==> config.mk <==
export PLATFORM = sky130hd
export DESIGN_NAME = frame_buf_ptr_sched
export DESIGN_NICKNAME = d
export VERILOG_FILES = /design/src/rtl/frame_buf_pkg.sv /design/src/rtl/frame_slot_pick.sv /design/src/rtl/frame_buf_ptr_sched.sv
export SDC_FILE = /design/constraint.sdc
export NUM_CORES = 1
export LEC_CHECK = 0
export ABC_AREA = 0
export CORE_UTILIZATION = 32
export CTS_BUF_LIST = sky130_fd_sc_hd__clkbuf_8
export CTS_CLUSTER_DIAMETER = 40
export DETAILED_ROUTE_END_ITERATION = 16
export PLACE_DENSITY = 0.66
export RECOVER_POWER = 100
export SYNTH_ARGS = -nofsm -noshare
export SYNTH_HDL_FRONTEND = slang
export SYNTH_HIERARCHICAL = 1
export SYNTH_SLANG_ARGS = --single-unit
==> constraint.sdc <==
create_clock -name vid_in_clk_i -period 2.7 [get_ports vid_in_clk_i]
set_input_delay 0.54 -clock vid_in_clk_i [delete_from_list [all_inputs] [get_ports vid_in_clk_i]]
set_output_delay 0.54 -clock vid_in_clk_i [all_outputs]
set_load 0.02 [all_outputs]
==> src/rtl/frame_buf_pkg.sv <==
// Shared types and helpers for the video-in frame-buffer slot scheduler.
// Slot indices are 3 bits wide so the ring can be sized up to 8 frames.
package frame_buf_pkg;

   localparam int FRAME_PTR_W = 3;
   localparam int MAX_FRAMES  = 8;

   typedef logic [FRAME_PTR_W-1:0] frame_ptr_t;

   typedef enum logic [0:0] {
      S_EMPTY = 1'b0,
      S_RUN   = 1'b1
   } sched_state_e;

   // Ring addition for small steps: both operands are below num, so the
   // sum never reaches 2*num and a single conditional subtract wraps it.
   function automatic frame_ptr_t ptr_add(input frame_ptr_t base,
                                          input frame_ptr_t step,
                                          input logic [3:0]  num);
      logic [3:0] sum_v;
      sum_v = {1'b0, base} + {1'b0, step};
      if (sum_v >= num) begin
         sum_v = sum_v - num;
      end else begin
         sum_v = sum_v;
      end
      return sum_v[FRAME_PTR_W-1:0];
   endfunction

endpackage

==> src/rtl/frame_slot_pick.sv <==
// Combinational next-slot search: first slot at or above 'start' (mod
// NUM_FRAMES) that is neither excl_a nor excl_b. With at most two slots
// excluded and NUM_FRAMES >= 3, one of the first three candidates always wins.
module frame_slot_pick
   import frame_buf_pkg::*;
#(
   parameter int NUM_FRAMES = 4
) (
   input  frame_ptr_t start,
   input  frame_ptr_t excl_a,
   input  frame_ptr_t excl_b,
   output frame_ptr_t slot
);

   localparam logic [3:0] NUM_L = 4'(NUM_FRAMES);

   frame_ptr_t cand_s;
   logic       found_s;

   // Scan three candidates upward from start and keep the first free one.
   always_comb begin
      slot    = start;
      found_s = 1'b0;
      cand_s  = start;
      for (int i = 0; i < 3; i++) begin
         cand_s = ptr_add(start, 3'(i), NUM_L);
         if (!found_s && (cand_s != excl_a) && (cand_s != excl_b)) begin
            slot    = cand_s;
            found_s = 1'b1;
         end else begin
            found_s = found_s;
         end
      end
   end

endmodule

==> src/rtl/frame_buf_ptr_sched.sv <==
// Frame-buffer slot scheduler for the video-in capture path.
// Owns the ring of NUM_FRAMES DDR frame slots, hands the writer a slot the
// reader is not using and hands the reader the newest completed frame.
// Optional statistics counters are built when FRAME_PTR_STATS_EN is defined;
// otherwise drop_cnt_o/repeat_cnt_o are tied to zero.
module frame_buf_ptr_sched
   import frame_buf_pkg::*;
#(
   parameter int NUM_FRAMES = 4,
   parameter int CNT_W      = 16
) (
   input  logic             vid_in_clk_i,
   input  logic             resetn_i,
   input  logic             wr_frame_done_i,
   input  logic             rd_frame_start_i,
   input  logic             freeze_i,
   output logic [2:0]       wr_ptr_o,
   output logic [2:0]       rd_ptr_o,
   output logic             rd_ptr_valid_o,
   output logic [CNT_W-1:0] drop_cnt_o,
   output logic [CNT_W-1:0] repeat_cnt_o
);

   localparam logic [3:0] NUM_L  = 4'(NUM_FRAMES);
   localparam frame_ptr_t RD_RST = 3'(NUM_FRAMES - 1);

   sched_state_e state_r;
   sched_state_e state_nxt_s;
   frame_ptr_t   wr_ptr_r;
   frame_ptr_t   wr_nxt_s;
   frame_ptr_t   rd_ptr_r;
   frame_ptr_t   rd_nxt_s;
   frame_ptr_t   ready_ptr_r;
   frame_ptr_t   ready_nxt_s;
   logic         new_avail_r;
   logic         new_nxt_s;
   logic         valid_r;
   logic         rd_go_s;
   logic         rd_take_ready_s;
   logic         drop_evt_s;
   logic         repeat_evt_s;
   frame_ptr_t   wr_start_s;
   frame_ptr_t   wr_pick_s;

   // A frozen reader ignores frame starts entirely.
   assign rd_go_s    = rd_frame_start_i & ~freeze_i;
   assign wr_start_s = ptr_add(wr_ptr_r, 3'd1, NUM_L);

   // Next writer slot must avoid the slot the reader will hold next cycle
   // and the slot that was just completed.
   frame_slot_pick #(
      .NUM_FRAMES (NUM_FRAMES)
   ) u_slot_pick (
      .start  (wr_start_s),
      .excl_a (rd_nxt_s),
      .excl_b (wr_ptr_r),
      .slot   (wr_pick_s)
   );

   // Reader side: pick the slot for the next frame start or count a repeat.
   always_comb begin
      rd_nxt_s        = rd_ptr_r;
      rd_take_ready_s = 1'b0;
      repeat_evt_s    = 1'b0;
      if (rd_go_s) begin
         if (wr_frame_done_i) begin
            // Frame completing this very cycle is the newest one.
            rd_nxt_s = wr_ptr_r;
         end else if ((state_r == S_RUN) && new_avail_r) begin
            rd_nxt_s        = ready_ptr_r;
            rd_take_ready_s = 1'b1;
         end else begin
            repeat_evt_s = 1'b1;
         end
      end else begin
         rd_nxt_s = rd_ptr_r;
      end
   end

   // Writer side and state machine: publish completed frames, advance writer.
   always_comb begin
      state_nxt_s = state_r;
      wr_nxt_s    = wr_ptr_r;
      ready_nxt_s = ready_ptr_r;
      new_nxt_s   = new_avail_r;
      drop_evt_s  = 1'b0;

      case (state_r)
         S_EMPTY: begin
            if (wr_frame_done_i) begin
               state_nxt_s = S_RUN;
            end else begin
               state_nxt_s = S_EMPTY;
            end
         end
         S_RUN: begin
            state_nxt_s = S_RUN;
         end
         default: begin
            state_nxt_s = S_EMPTY;
         end
      endcase

      if (wr_frame_done_i) begin
         ready_nxt_s = wr_ptr_r;
         wr_nxt_s    = wr_pick_s;
         // A reader starting this cycle consumes the frame immediately.
         new_nxt_s   = ~rd_go_s;
         drop_evt_s  = new_avail_r & ~rd_go_s;
      end else if (rd_take_ready_s) begin
         new_nxt_s = 1'b0;
      end else begin
         new_nxt_s = new_avail_r;
      end
   end

   // Scheduler state registers with synchronous active-low reset.
   always_ff @(posedge vid_in_clk_i) begin
      if (!resetn_i) begin
         state_r     <= S_EMPTY;
         wr_ptr_r    <= 3'd0;
         rd_ptr_r    <= RD_RST;
         ready_ptr_r <= 3'd0;
         new_avail_r <= 1'b0;
         valid_r     <= 1'b0;
      end else begin
         state_r     <= state_nxt_s;
         wr_ptr_r    <= wr_nxt_s;
         rd_ptr_r    <= rd_nxt_s;
         ready_ptr_r <= ready_nxt_s;
         new_avail_r <= new_nxt_s;
         valid_r     <= (state_nxt_s == S_RUN);
      end
   end

   assign wr_ptr_o       = wr_ptr_r;
   assign rd_ptr_o       = rd_ptr_r;
   assign rd_ptr_valid_o = valid_r;

`ifdef FRAME_PTR_STATS_EN
   logic [CNT_W-1:0] drop_cnt_r;
   logic [CNT_W-1:0] repeat_cnt_r;

   function automatic logic [CNT_W-1:0] sat_inc(input logic [CNT_W-1:0] val);
      if (&val) begin
         return val;
      end else begin
         return val + {{(CNT_W-1){1'b0}}, 1'b1};
      end
   endfunction

   // Saturating statistics counters for dropped and repeated frames.
   always_ff @(posedge vid_in_clk_i) begin
      if (!resetn_i) begin
         drop_cnt_r   <= {CNT_W{1'b0}};
         repeat_cnt_r <= {CNT_W{1'b0}};
      end else begin
         if (drop_evt_s) begin
            drop_cnt_r <= sat_inc(drop_cnt_r);
         end else begin
            drop_cnt_r <= drop_cnt_r;
         end
         if (repeat_evt_s) begin
            repeat_cnt_r <= sat_inc(repeat_cnt_r);
         end else begin
            repeat_cnt_r <= repeat_cnt_r;
         end
      end
   end

   assign drop_cnt_o   = drop_cnt_r;
   assign repeat_cnt_o = repeat_cnt_r;
`else
   logic stats_unused_s;
   assign stats_unused_s = drop_evt_s ^ repeat_evt_s;
   assign drop_cnt_o     = {CNT_W{1'b0}};
   assign repeat_cnt_o   = {CNT_W{1'b0}};
`endif

endmodule

==> results.py <==
metrics = {
    "outcome": {
        "status": "complete, no violations",
    },
    "clock_tree": {
        "cts_max_level": 1,
        "path_clk_slew_ns": 0.05,
        "cts_tree": "yes",
        "clkSinkCount": 11,
        "clk_latency_ns": 0.23,
        "postCtsHoldBufs": 0,
        "post-cts-setup-buffers": 0,
        "cts_buffer_depth": 2,
        "numCtsBuffers": 3,
        "cts-root-buf": "clkbuf_8",
    },
    "final_layout": {
        "diodes": 0,
        "syn2layout_area_growth_pct": 18.08,
        "drive_above_1_share": 0.1579,
        "nNetsFinal": 141,
        "final_cell_mix": "conb_1, dfxtp_1, nand2_1, buf_4, dlygate4sd3_1",
        "fillers": 275,
        "layout_commonest_cell": "conb_1",
    },
    "logic_synthesis": {
        "yosysUniqueCellTypes": 29,
        "syn_inst": 108,
        "async_flop_share": 0,
        "ys_seq_elements": 11,
        "syn-cell-area_um2": 913.4,
        "yosys_most_used_dff": "dfxtp_1",
        "ys_seq_area_frac": 0.2411,
        "yosysWarningCount": 6,
        "synth-edff-count": 0,
        "syn_avg_cell_area_um2": 8.457,
    },
    "flow_run": {
        "maxCapViolCount": 0,
    },
    "sta": {
        "max_freq_mhz": 387.4,
        "fin_ws_ns": 0.1185,
        "post-route-period-util": 0.9561,
        "drv_slew": 0,
        "hold_ws_ns": 0.5360,
        "rsz0062_at_grt": "false",
        "finalClockSkew_ns": 0.001091,
        "finalSetupViolCount": 0,
        "min_period_ns": 2.581,
        "final_hold_viol_count": 0,
    },
    "detailed_routing": {
        "first_iter_violations": 7,
        "drtPass1Iterations": 5,
        "via_per_inst": 4.311,
        "route.vias.total": 707,
        "wirelength_um": 1613,
        "ant_nets": 0,
        "drc": 0,
        "wl_per_cell_um": 9.835,
    },
    "floorplan": {
        "core-area_um2": 2734,
        "start_util": 0.3341,
        "rows": 19,
        "dieArea_um2": 3072,
        "die_height_um": 55.43,
        "die_x_um": 55.43,
        "io_pins": 44,
    },
    "placement": {
        "gp_routability_congestion": 0.8196,
        "port_buffers": 11,
        "hpwl_um": 1230,
        "pre_cts_slack_ns": -0.1298,
    },
    "worst_hold_path": {
        "holdCritPathClass": "flip-flop to flip-flop",
    },
    "worst_setup_path": {
        "worstSetupEndpointType": "flip-flop",
        "start_kind": "primary input",
        "r2r_cells": 8,
        "critical_path_class": "primary input to flip-flop",
        "required_ns": 2.87,
        "crit_arrival_ns": 2.75,
        "r2r-end": "wr_ptr_o[1]$_SDFFE_PN0P_",
        "r2r_start": "wr_ptr_o[1]$_SDFFE_PN0P_",
        "worstPathMaxFanout": 8,
        "critPathCapture": "wr_ptr_o[1]$_SDFFE_PN0P_",
        "startpoint": "wr_frame_done_i",
        "reg2reg_setup_slack_ns": 0.36,
    },
    "power_and_ir_drop": {
        "power.density_nw_per_um2": 1082,
        "p_total_mw": 1.167,
        "ir_drop_uv": 746.5,
        "p_leak_nw": 0.4906,
    },
    "global_route": {
        "first_global_vias": 672,
        "grt_usage": 0.1088,
        "grt_max_degree": 9,
        "grt_pass1_wl_um": 2677,
        "antenna_found_initial": 0,
        "overflow": 0,
    },
}
## flip-flops by register name, summed over array words and instances (netlist names)
name and cells:
rd_ptr_valid_o 1, ready_ptr_r 3, wr_ptr_o 3, new_avail_r 1, rd_ptr_o 3
## per-layer routing
layer  up-vias  global-route usage  share of wire  routed length [µm]
li1        352                   -              -                   -
met1       319              0.1237           0.42                 684
met2        30              0.1859           0.51                 816
met3         6             0.02810          0.043                  69
met4         0             0.05714          0.027                  43
met5         -                   0              0                   0
## final cells by class
class,instances,area (µm²),area share
repair buffers,24,200.2,0.1856
inverters,3,11.26,0.01044
well taps,31,38.79,0.03596
clock inverters,1,3.754,0.003480
multi-input cells,91,563.0,0.5220
clock buffers,3,41.29,0.03828
flip-flops and latches,11,220.2,0.2042
## worst max-delay path, cell delays in order
cell and delay [ns]:
clkdlybuf4s50_1 0.45, buf_4 0.15, a21oi_1 0.08, nor2_2 0.23, a2bb2oi_2 0.10, xor2_1 0.19, o32a_1 0.39, or3_1 0.36
nand3_1 0.09, mux2i_1 0.07, nor2b_1 0.11
## worst min-delay path by stage
stage	startpoint	end	slack (ns)	depth (start not counted)
after floorplan	ready_ptr_r[0]$_SDFFE_PN0P_	ready_ptr_r[0]$_SDFFE_PN0P_	0.48	2
after global placement	rd_ptr_o[2]$_SDFF_PN0_	rd_ptr_o[2]$_SDFF_PN0_	0.49	2
after detailed placement	rd_ptr_o[2]$_SDFF_PN0_	rd_ptr_o[2]$_SDFF_PN0_	0.51	2
after CTS	rd_ptr_o[2]$_SDFF_PN0_	rd_ptr_o[2]$_SDFF_PN0_	0.51	2
after global routing	rd_ptr_o[2]$_SDFF_PN0_	rd_ptr_o[2]$_SDFF_PN0_	0.57	2
final	rd_ptr_o[2]$_SDFF_PN0_	rd_ptr_o[2]$_SDFF_PN0_	0.54	2
## per-stage QoR
stage          cells  setup TNS [ns]  area (µm²)    util
2_1_floorplan    139               0        1030       -
3_3_place_gp     160         -0.1179        1020  0.3730
3_5_place_dp     160         -0.2235        1020  0.3730
4_1_cts          164               0        1065  0.3895
5_1_grt          164               0        1079  0.3945
6_report         164               0        1079  0.3945
## Yosys cell counts, drive strengths merged (2+ instances only)
library cell   n  area (µm²)
nand2         10       37.54
dfxtp         11       220.2
xor2           5       43.79
nand2b         2       12.51
mux2i          6       60.06
buf           33       251.5
nor2           6       22.52
o32a           3       30.03
inv            3       11.26
a2bb2oi        2       17.52
ha             2       25.02
xnor2          4       35.03
nor2b          4       25.02
a21oi          3       15.01
## cell families after synthesis
kind of cell / count (synthesis) / share of synthesized area
compound gates: 14 / 0.1315
xor+xnor: 9 / 0.08630
fa+ha+maj: 2 / 0.02739
buf+inv: 37 / 0.2931
flops: 11 / 0.2411
mux: 6 / 0.06576
other cells: 1 / 0.004106
simple gates: 28 / 0.1507
## report_power, final
part | internal, mW | switching [mW]
clock network | 0.0994 | 0.0571
registers | 0.189 | 0.0439
logic | 0.376 | 0.401
total | 0.665 | 0.501
## repair_timing
| item | 4_1_cts | 5_1_grt |
|---|---|---|
| hold endpoints to repair | 0 | 0 |
| endpoints found under the setup margin | 0 | 2 |
| gates resized for setup | 0 | 5 |
No activity file was read; power rests on OpenSTA's default activity.
